**config.mk**
```make
export PLATFORM = sky130hd
export DESIGN_NAME = mc_sequencer
export DESIGN_NICKNAME = d
export VERILOG_FILES = /design/src/rtl/mc_sequencer.sv
export SDC_FILE = /design/constraint.sdc
export NUM_CORES = 1
export LEC_CHECK = 0
export ABC_AREA = 1
export BUFFER_PORTS_ARGS = -buffer_cell sky130_fd_sc_hd__buf_2
export CAP_MARGIN = 0
export CORE_UTILIZATION = 58
export CTS_CLUSTER_DIAMETER = 80
export DETAILED_ROUTE_END_ITERATION = 16
export GPL_ROUTABILITY_DRIVEN = 0
export GPL_TIMING_DRIVEN = 1
export PLACE_DENSITY = 0.95
export SETUP_SLACK_MARGIN = 0.02
export SYNTH_ARGS = -nofsm -noshare
export SYNTH_HDL_FRONTEND = slang
export SYNTH_SLANG_ARGS = --single-unit
```
**constraint.sdc**
```tcl
create_clock -name i_clk -period 3.1 [get_ports i_clk]
set_input_delay 0.775 -clock i_clk [delete_from_list [all_inputs] [get_ports i_clk]]
set_output_delay 0.775 -clock i_clk [all_outputs]
set_load 0.05 [all_outputs]
```
**src/rtl/mc_sequencer.sv**
```systemverilog
`default_nettype none
// ============================================================================
// Module   : mc_sequencer
// Purpose  : Multi-cycle control FSM for a MIPS-subset datapath. Walks each
//            instruction through FETCH, DECODE, EXEC, MEM and WB. Waits on the
//            shared memory port's ready handshake. Drives every datapath
//            select and enable, and counts retired instructions. Halts on an
//            illegal instruction or a memory timeout.
// Ports    : i_clk, i_rst_n (async, active low)
//            i_opcode/i_funct   : IR fields, valid from DECODE onward
//            i_alu_zero         : ALU zero flag (BNE resolution)
//            i_mem_ready        : memory completes current access this cycle
//            o_pc_wr_en/o_pc_src, o_ir_wr_en, o_mdr_wr_en, o_iord,
//            o_mem_rd_en/o_mem_wr_en, o_wr_reg_sel, o_reg_wr_en, o_wb_src,
//            o_ext_sel, o_alu_src_b, o_alu_cmd : datapath controls
//            o_state, o_halted, o_halt_cause, o_instr_count : status
// Revision : 1.0 - initial release
// ============================================================================
module mc_sequencer #(
  parameter int MEM_TIMEOUT = 255,
  parameter int CNT_W       = 32
) (
  input  logic             i_clk,
  input  logic             i_rst_n,
  input  logic [5:0]       i_opcode,
  input  logic [5:0]       i_funct,
  input  logic             i_alu_zero,
  input  logic             i_mem_ready,
  output logic             o_pc_wr_en,
  output logic [1:0]       o_pc_src,
  output logic             o_ir_wr_en,
  output logic             o_mdr_wr_en,
  output logic             o_iord,
  output logic             o_mem_rd_en,
  output logic             o_mem_wr_en,
  output logic [1:0]       o_wr_reg_sel,
  output logic             o_reg_wr_en,
  output logic [1:0]       o_wb_src,
  output logic             o_ext_sel,
  output logic             o_alu_src_b,
  output logic [2:0]       o_alu_cmd,
  output logic [2:0]       o_state,
  output logic             o_halted,
  output logic [1:0]       o_halt_cause,
  output logic [CNT_W-1:0] o_instr_count
);

  localparam logic [5:0] C_OP_RTYPE = 6'h00;
  localparam logic [5:0] C_OP_J     = 6'h02;
  localparam logic [5:0] C_OP_JAL   = 6'h03;
  localparam logic [5:0] C_OP_BNE   = 6'h05;
  localparam logic [5:0] C_OP_ADDI  = 6'h08;
  localparam logic [5:0] C_OP_XORI  = 6'h0E;
  localparam logic [5:0] C_OP_LW    = 6'h23;
  localparam logic [5:0] C_OP_SW    = 6'h2B;
  localparam logic [5:0] C_FN_JR    = 6'h08;
  localparam logic [5:0] C_FN_ADD   = 6'h20;
  localparam logic [5:0] C_FN_SUB   = 6'h22;
  localparam logic [5:0] C_FN_SLT   = 6'h2A;

  localparam int              C_WAIT_W    = (MEM_TIMEOUT > 1) ? $clog2(MEM_TIMEOUT + 1) : 1;
  localparam int              C_LAST_INT  = (MEM_TIMEOUT > 0) ? (MEM_TIMEOUT - 1) : 0;
  localparam logic [C_WAIT_W-1:0] C_WAIT_LAST = C_WAIT_W'(C_LAST_INT);

  typedef enum logic [2:0] {
    S_FETCH  = 3'd0,
    S_DECODE = 3'd1,
    S_EXEC   = 3'd2,
    S_MEM    = 3'd3,
    S_WB     = 3'd4,
    S_HALT   = 3'd7
  } state_t;

  state_t              r_state;
  state_t              w_next;
  logic [C_WAIT_W-1:0] r_wait;
  logic [1:0]          r_halt_cause;
  logic [CNT_W-1:0]    r_count;

  // Instruction classification
  logic w_rtype, w_r_alu, w_jr, w_legal_exec, w_is_lw, w_is_sw;
  assign w_rtype      = (i_opcode == C_OP_RTYPE);
  assign w_r_alu      = w_rtype && ((i_funct == C_FN_ADD) || (i_funct == C_FN_SUB) ||
                                    (i_funct == C_FN_SLT));
  assign w_jr         = w_rtype && (i_funct == C_FN_JR);
  assign w_is_lw      = (i_opcode == C_OP_LW);
  assign w_is_sw      = (i_opcode == C_OP_SW);
  assign w_legal_exec = w_r_alu || w_is_lw || w_is_sw || (i_opcode == C_OP_ADDI) ||
                        (i_opcode == C_OP_XORI) || (i_opcode == C_OP_BNE);

  // The counter holds the number of wait cycles already spent. The current
  // cycle is the one that reaches the limit when the counter equals limit-1.
  // A ready in that same cycle still takes precedence.
  logic w_wait_hit;
  assign w_wait_hit = (MEM_TIMEOUT != 0) && (r_wait == C_WAIT_LAST) && !i_mem_ready;

  // ALU controls depend only on the instruction. Applying them in EXEC, MEM
  // and WB keeps them stable for the whole execute/memory/writeback span.
  logic       w_alu_src_b, w_ext_sel;
  logic [2:0] w_alu_cmd;
  always_comb begin
    w_alu_src_b = 1'b0;
    w_ext_sel   = 1'b0;
    w_alu_cmd   = 3'd0;
    if (w_rtype) begin
      if (i_funct == C_FN_SUB)      w_alu_cmd = 3'd1;
      else if (i_funct == C_FN_SLT) w_alu_cmd = 3'd3;
    end else if (i_opcode == C_OP_XORI) begin
      w_alu_src_b = 1'b1;
      w_alu_cmd   = 3'd2;
    end else if (i_opcode == C_OP_BNE) begin
      w_alu_cmd   = 3'd1;
    end else if ((i_opcode == C_OP_ADDI) || w_is_lw || w_is_sw) begin
      w_alu_src_b = 1'b1;
      w_ext_sel   = 1'b1;
    end
  end

  logic       w_pc_wr, w_ir_wr, w_mdr_wr, w_iord, w_rd, w_wr, w_reg_wr, w_retire;
  logic       w_alu_on;
  logic [1:0] w_pc_src, w_wr_reg_sel, w_wb_src, w_cause;

  always_comb begin
    w_next       = r_state;
    w_pc_wr      = 1'b0;
    w_pc_src     = 2'd0;
    w_ir_wr      = 1'b0;
    w_mdr_wr     = 1'b0;
    w_iord       = 1'b0;
    w_rd         = 1'b0;
    w_wr         = 1'b0;
    w_wr_reg_sel = 2'd0;
    w_reg_wr     = 1'b0;
    w_wb_src     = 2'd0;
    w_retire     = 1'b0;
    w_alu_on     = 1'b0;
    w_cause      = 2'd0;
    case (r_state)
      S_FETCH: begin
        w_rd = 1'b1;
        if (i_mem_ready) begin
          w_ir_wr = 1'b1;
          w_next  = S_DECODE;
        end else if (w_wait_hit) begin
          w_next  = S_HALT;
          w_cause = 2'd2;
        end
      end
      S_DECODE: begin
        if (i_opcode == C_OP_J) begin
          w_pc_wr  = 1'b1;
          w_pc_src = 2'd2;
          w_retire = 1'b1;
          w_next   = S_FETCH;
        end else if (i_opcode == C_OP_JAL) begin
          w_reg_wr     = 1'b1;
          w_wr_reg_sel = 2'd2;
          w_wb_src     = 2'd2;
          w_pc_wr      = 1'b1;
          w_pc_src     = 2'd2;
          w_retire     = 1'b1;
          w_next       = S_FETCH;
        end else if (w_jr) begin
          w_pc_wr  = 1'b1;
          w_pc_src = 2'd1;
          w_retire = 1'b1;
          w_next   = S_FETCH;
        end else if (w_legal_exec) begin
          w_next = S_EXEC;
        end else begin
          w_next  = S_HALT;
          w_cause = 2'd1;
        end
      end
      S_EXEC: begin
        w_alu_on = 1'b1;
        if (i_opcode == C_OP_BNE) begin
          w_pc_wr  = 1'b1;
          w_pc_src = i_alu_zero ? 2'd0 : 2'd3;
          w_retire = 1'b1;
          w_next   = S_FETCH;
        end else if (w_is_lw || w_is_sw) begin
          w_next = S_MEM;
        end else begin
          w_next = S_WB;
        end
      end
      S_MEM: begin
        w_alu_on = 1'b1;
        w_iord   = 1'b1;
        w_rd     = w_is_lw;
        w_wr     = !w_is_lw;
        if (i_mem_ready) begin
          if (w_is_lw) begin
            w_mdr_wr = 1'b1;
            w_next   = S_WB;
          end else begin
            w_pc_wr  = 1'b1;
            w_retire = 1'b1;
            w_next   = S_FETCH;
          end
        end else if (w_wait_hit) begin
          w_next  = S_HALT;
          w_cause = 2'd2;
        end
      end
      S_WB: begin
        w_alu_on     = 1'b1;
        w_reg_wr     = 1'b1;
        w_pc_wr      = 1'b1;
        w_wr_reg_sel = w_rtype ? 2'd0 : 2'd1;
        w_wb_src     = w_is_lw ? 2'd1 : 2'd0;
        w_retire     = 1'b1;
        w_next       = S_FETCH;
      end
      S_HALT:  w_next = S_HALT;
      default: w_next = S_FETCH;
    endcase
  end

  always_ff @(posedge i_clk or negedge i_rst_n) begin
    if (!i_rst_n) begin
      r_state      <= S_FETCH;
      r_wait       <= '0;
      r_halt_cause <= 2'd0;
      r_count      <= '0;
    end else begin
      r_state <= w_next;
      // Any state change clears the wait counter, covering entry to FETCH/MEM.
      if (w_next != r_state)
        r_wait <= '0;
      else if (((r_state == S_FETCH) || (r_state == S_MEM)) && !i_mem_ready)
        r_wait <= r_wait + 1'b1;
      if ((r_state != S_HALT) && (w_next == S_HALT))
        r_halt_cause <= w_cause;
      if (w_retire)
        r_count <= r_count + CNT_W'(1);
    end
  end

  // Enables are masked by reset so that nothing is written while reset is
  // asserted, even though the reset state (FETCH) would request a read.
  assign o_pc_wr_en    = w_pc_wr  & i_rst_n;
  assign o_ir_wr_en    = w_ir_wr  & i_rst_n;
  assign o_mdr_wr_en   = w_mdr_wr & i_rst_n;
  assign o_mem_rd_en   = w_rd     & i_rst_n;
  assign o_mem_wr_en   = w_wr     & i_rst_n;
  assign o_reg_wr_en   = w_reg_wr & i_rst_n;
  assign o_pc_src      = w_pc_src;
  assign o_iord        = w_iord;
  assign o_wr_reg_sel  = w_wr_reg_sel;
  assign o_wb_src      = w_wb_src;
  assign o_alu_src_b   = w_alu_on & w_alu_src_b;
  assign o_ext_sel     = w_alu_on & w_ext_sel;
  assign o_alu_cmd     = w_alu_on ? w_alu_cmd : 3'd0;
  assign o_state       = r_state;
  assign o_halted      = (r_state == S_HALT);
  assign o_halt_cause  = r_halt_cause;
  assign o_instr_count = r_count;

endmodule
`default_nettype wire
```
==> out/summary.txt <==
Worst EP required = 2.32 ns
Worst Max-Slew Pin Slew = 0.563 ns
RSZ-0062 raised after global routing = no
slowest cell on the critical path = buf_2
Initial Util = 0.615
DRC viols = 0
vias in the first global route = 2863
CP top delay family = simple AND/OR/NAND/NOR gates
antenna viol nets, final = 0
I/O Buffers = 70
Synth cell types = 33
CP bufs+invs = 3
first-pass GRT wire length = 12800 um
Worst setup EP type = output port
cells after synthesis = 418
clock share of power = 0.183
Sink Count = 45
Final TNS setup = 0 ns
Hold Buf Count CTS = 0
Worst Setup Start Kind = input port
count of state elements after synthesis = 45
clk slew on worst S/H paths = 0.08 ns
Seq pwr share = 0.314
Fmax = 0.350 GHz
final setup violation count = 0
synth-to-layout area growth = 18.6%
Slew Limit Fails = 0
FP Rows = 25
switching share of power = 0.516
DR iter-0 viols = 274
CTS tree = yes
RR Endpoint = o_instr_count[24]
R2R setup slack = 0.95 ns
Leak = 1.84 nW
worst hold path stage count = 2
total gr overflow = 0
PD cells = 735 nW/um^2
CTS H-tree lvls = 2
largest net degree at the start of global routing = 46
average size of a mapped cell = 7.09 sq um
Final min period = 2.85 ns
type of the worst min-delay path = register to register
total number of vias = 3105
Final #Nets = 511
CP peak stage delay = 0.27 ns
Final period util = 0.920
I/O pin count = 72
syn_nets = 437
Net Sw Power = 1.33 mW
root buffer cell = clkbuf_8
DR vias/cell = 5.54
crit path kind = input port to output port
First-pass DRT Iterations = 6
R2R cell count = 8
Hold Crit Endpoint = o_halt_cause[1]
diode count = 0
wire per inst = 14.1 um
die width = 73.5 um
post-CTS sizing = 0
Final Util = 0.730
GRT Util Overall = 0.306
Post-synth EDFFs = 0
Arrival @ worst endpoint = 2.08 ns
Num CTS Buffers = 5
Hold Startpoint = o_halt_cause[1]
Hold Fails Final Rpt = 0
Core Region = 4820 sq um
post-detail-place hpwl = 5750 um
mapped cell area = 2960 sq um
CTS max path bufs = 2
Internal Pwr Total = 1.25 mW
Synth Flop Type = dfrtp_1
Setup Buffers After CTS = 0
Worst-Skew Late Latency = 0.31 ns
initial antenna violation count = 0
register area share after synthesis = 0.380
WL final = 7910 um
Final Worst Setup Slack = 0.247 ns
Synth async-reset ratio = 1.00
Reg-to-Reg Start = o_state[2]
outcome = complete, no violations
Die H = 73.5 um
CP cell instances = buf_2 > nor2_2 > nand3_2 > nor2_2 > nand2_1 > nand4_2 > inv_2 > nor2_1 > buf_2
Die ar. = 5400 sq um
Comb power frac = 0.503
Worst Skew = 0.00594 ns
Slew HR = 0.625
share of cells above drive strength 1 = 0.213
VDD IR-drop max = 608 uV
pre-CTS setup slack = 0.268 ns
YS warnings = 0
number of max-cap violations = 0
CP max FO = 9
-- final cells by class --
cell class / count / area, sq um
Sequential cell: 45 / 1130
Timing Repair Buffer: 72 / 365
Fill cell: 368 / 1300
Multi-Input combinational cell: 311 / 1610
Clock inverter: 1 / 30.0
Clock buffer: 7 / 86.3
Inverter: 57 / 214
Tap cell: 67 / 83.8
-- cell families (layout without fill, tap and decap cells) --
| logic type | Yosys count | after routing | share of synthesized area |
|---|---|---|---|
| AOI/OAI and AO/OA | 21 | 21 | 0.0393 |
| xor gates and xnor gates | 31 | 31 | 0.0916 |
| adders and majority gates | 3 | 3 | 0.0127 |
| buffers and inverters | 62 | 137 | 0.0832 |
| DFF | 45 | 45 | 0.380 |
| other | 1 | 1 | 0.00127 |
| and+or+nand+nor | 255 | 255 | 0.392 |
-- layer usage --
| layer | vias up | share of wire | GRT usage |
|---|---|---|---|
| met5 | - | 0 | 0 |
| met4 | 0 | 0.024 | 0.115 |
| met3 | 21 | 0.075 | 0.0562 |
| met2 | 163 | 0.47 | 0.502 |
| met1 | 1441 | 0.43 | 0.402 |
| li1 | 1480 | - | - |
-- through the flow --
step                      hold WS [ns]  power, mW  cells  area [sq um]
final                            0.497       2.58    560          3510
after detailed placement         0.475       2.09    552          3400
after global placement           0.451       2.04    552          3400
after CTS                        0.495       2.56    560          3510
after floorplan                  0.479       1.78    418          2980
after global routing             0.519       2.69    560          3510
-- layout by cell type, fill, tap and decap left out, types with 7 or more instances in the layout --
cell type  synthesis  routed
inv_1             51      51
nand3_1           31      31
xnor2_1           11      11
dfrtp_1           45      45
nor2_1            62      61
o21ai_1            6       7
nor3_1            16      16
xor2_1            20      20
buf_2              2      70
nand4_1           16      16
nand2_1          106     106
-- power by group through the flow --
stage / Clock (mW) / Combinational, mW / Sequential (mW)
2_1_floorplan: 0 / 0.665 / 1.11
3_3_place_gp: 0 / 1.23 / 0.811
3_5_place_dp: 0 / 1.27 / 0.813
4_1_cts: 0.465 / 1.29 / 0.805
5_1_grt: 0.482 / 1.39 / 0.822
6_report: 0.471 / 1.30 / 0.811
-- flip-flops by register name (all words and copies together) (netlist names) --
signal	count
o_instr_count	32
r_wait	8
o_state	3
o_halt_cause	2
-- cell usage after synthesis (4+ instances only) --
cell,n,area (sq um)
o21ai_1,6,30.0
nand2_1,106,398
o21ai_0,5,25.0
a21oi_1,5,25.0
xnor2_1,11,96.3
nand4_1,16,100
dfrtp_1,45,1130
nor2_2,4,25.0
nand3_1,31,155
inv_2,6,22.5
inv_1,51,191
nor3_1,16,80.1
nor2_1,62,233
nand3_2,5,50.1
xor2_1,20,175
-- tightest hold or removal path: stages (launching register included) --
cell     delay (ns)
dfrtp_1        0.36
nand2_1        0.06
nand2_1        0.05
-- worst max-delay path by stage --
stage                            from           end  slack, ns  cells past startpoint
final                     i_opcode[3]    o_pc_wr_en       0.25                      9
after floorplan           i_opcode[3]  o_alu_cmd[0]       0.07                      4
after detailed placement  i_opcode[5]    o_pc_wr_en       0.27                      9
after global placement    i_opcode[5]    o_pc_wr_en       0.33                      9
after CTS                 i_opcode[5]    o_pc_wr_en       0.26                      9
after global routing      i_opcode[5]    o_pc_wr_en       0.13                      9
Power figures use the tool's default switching activity.
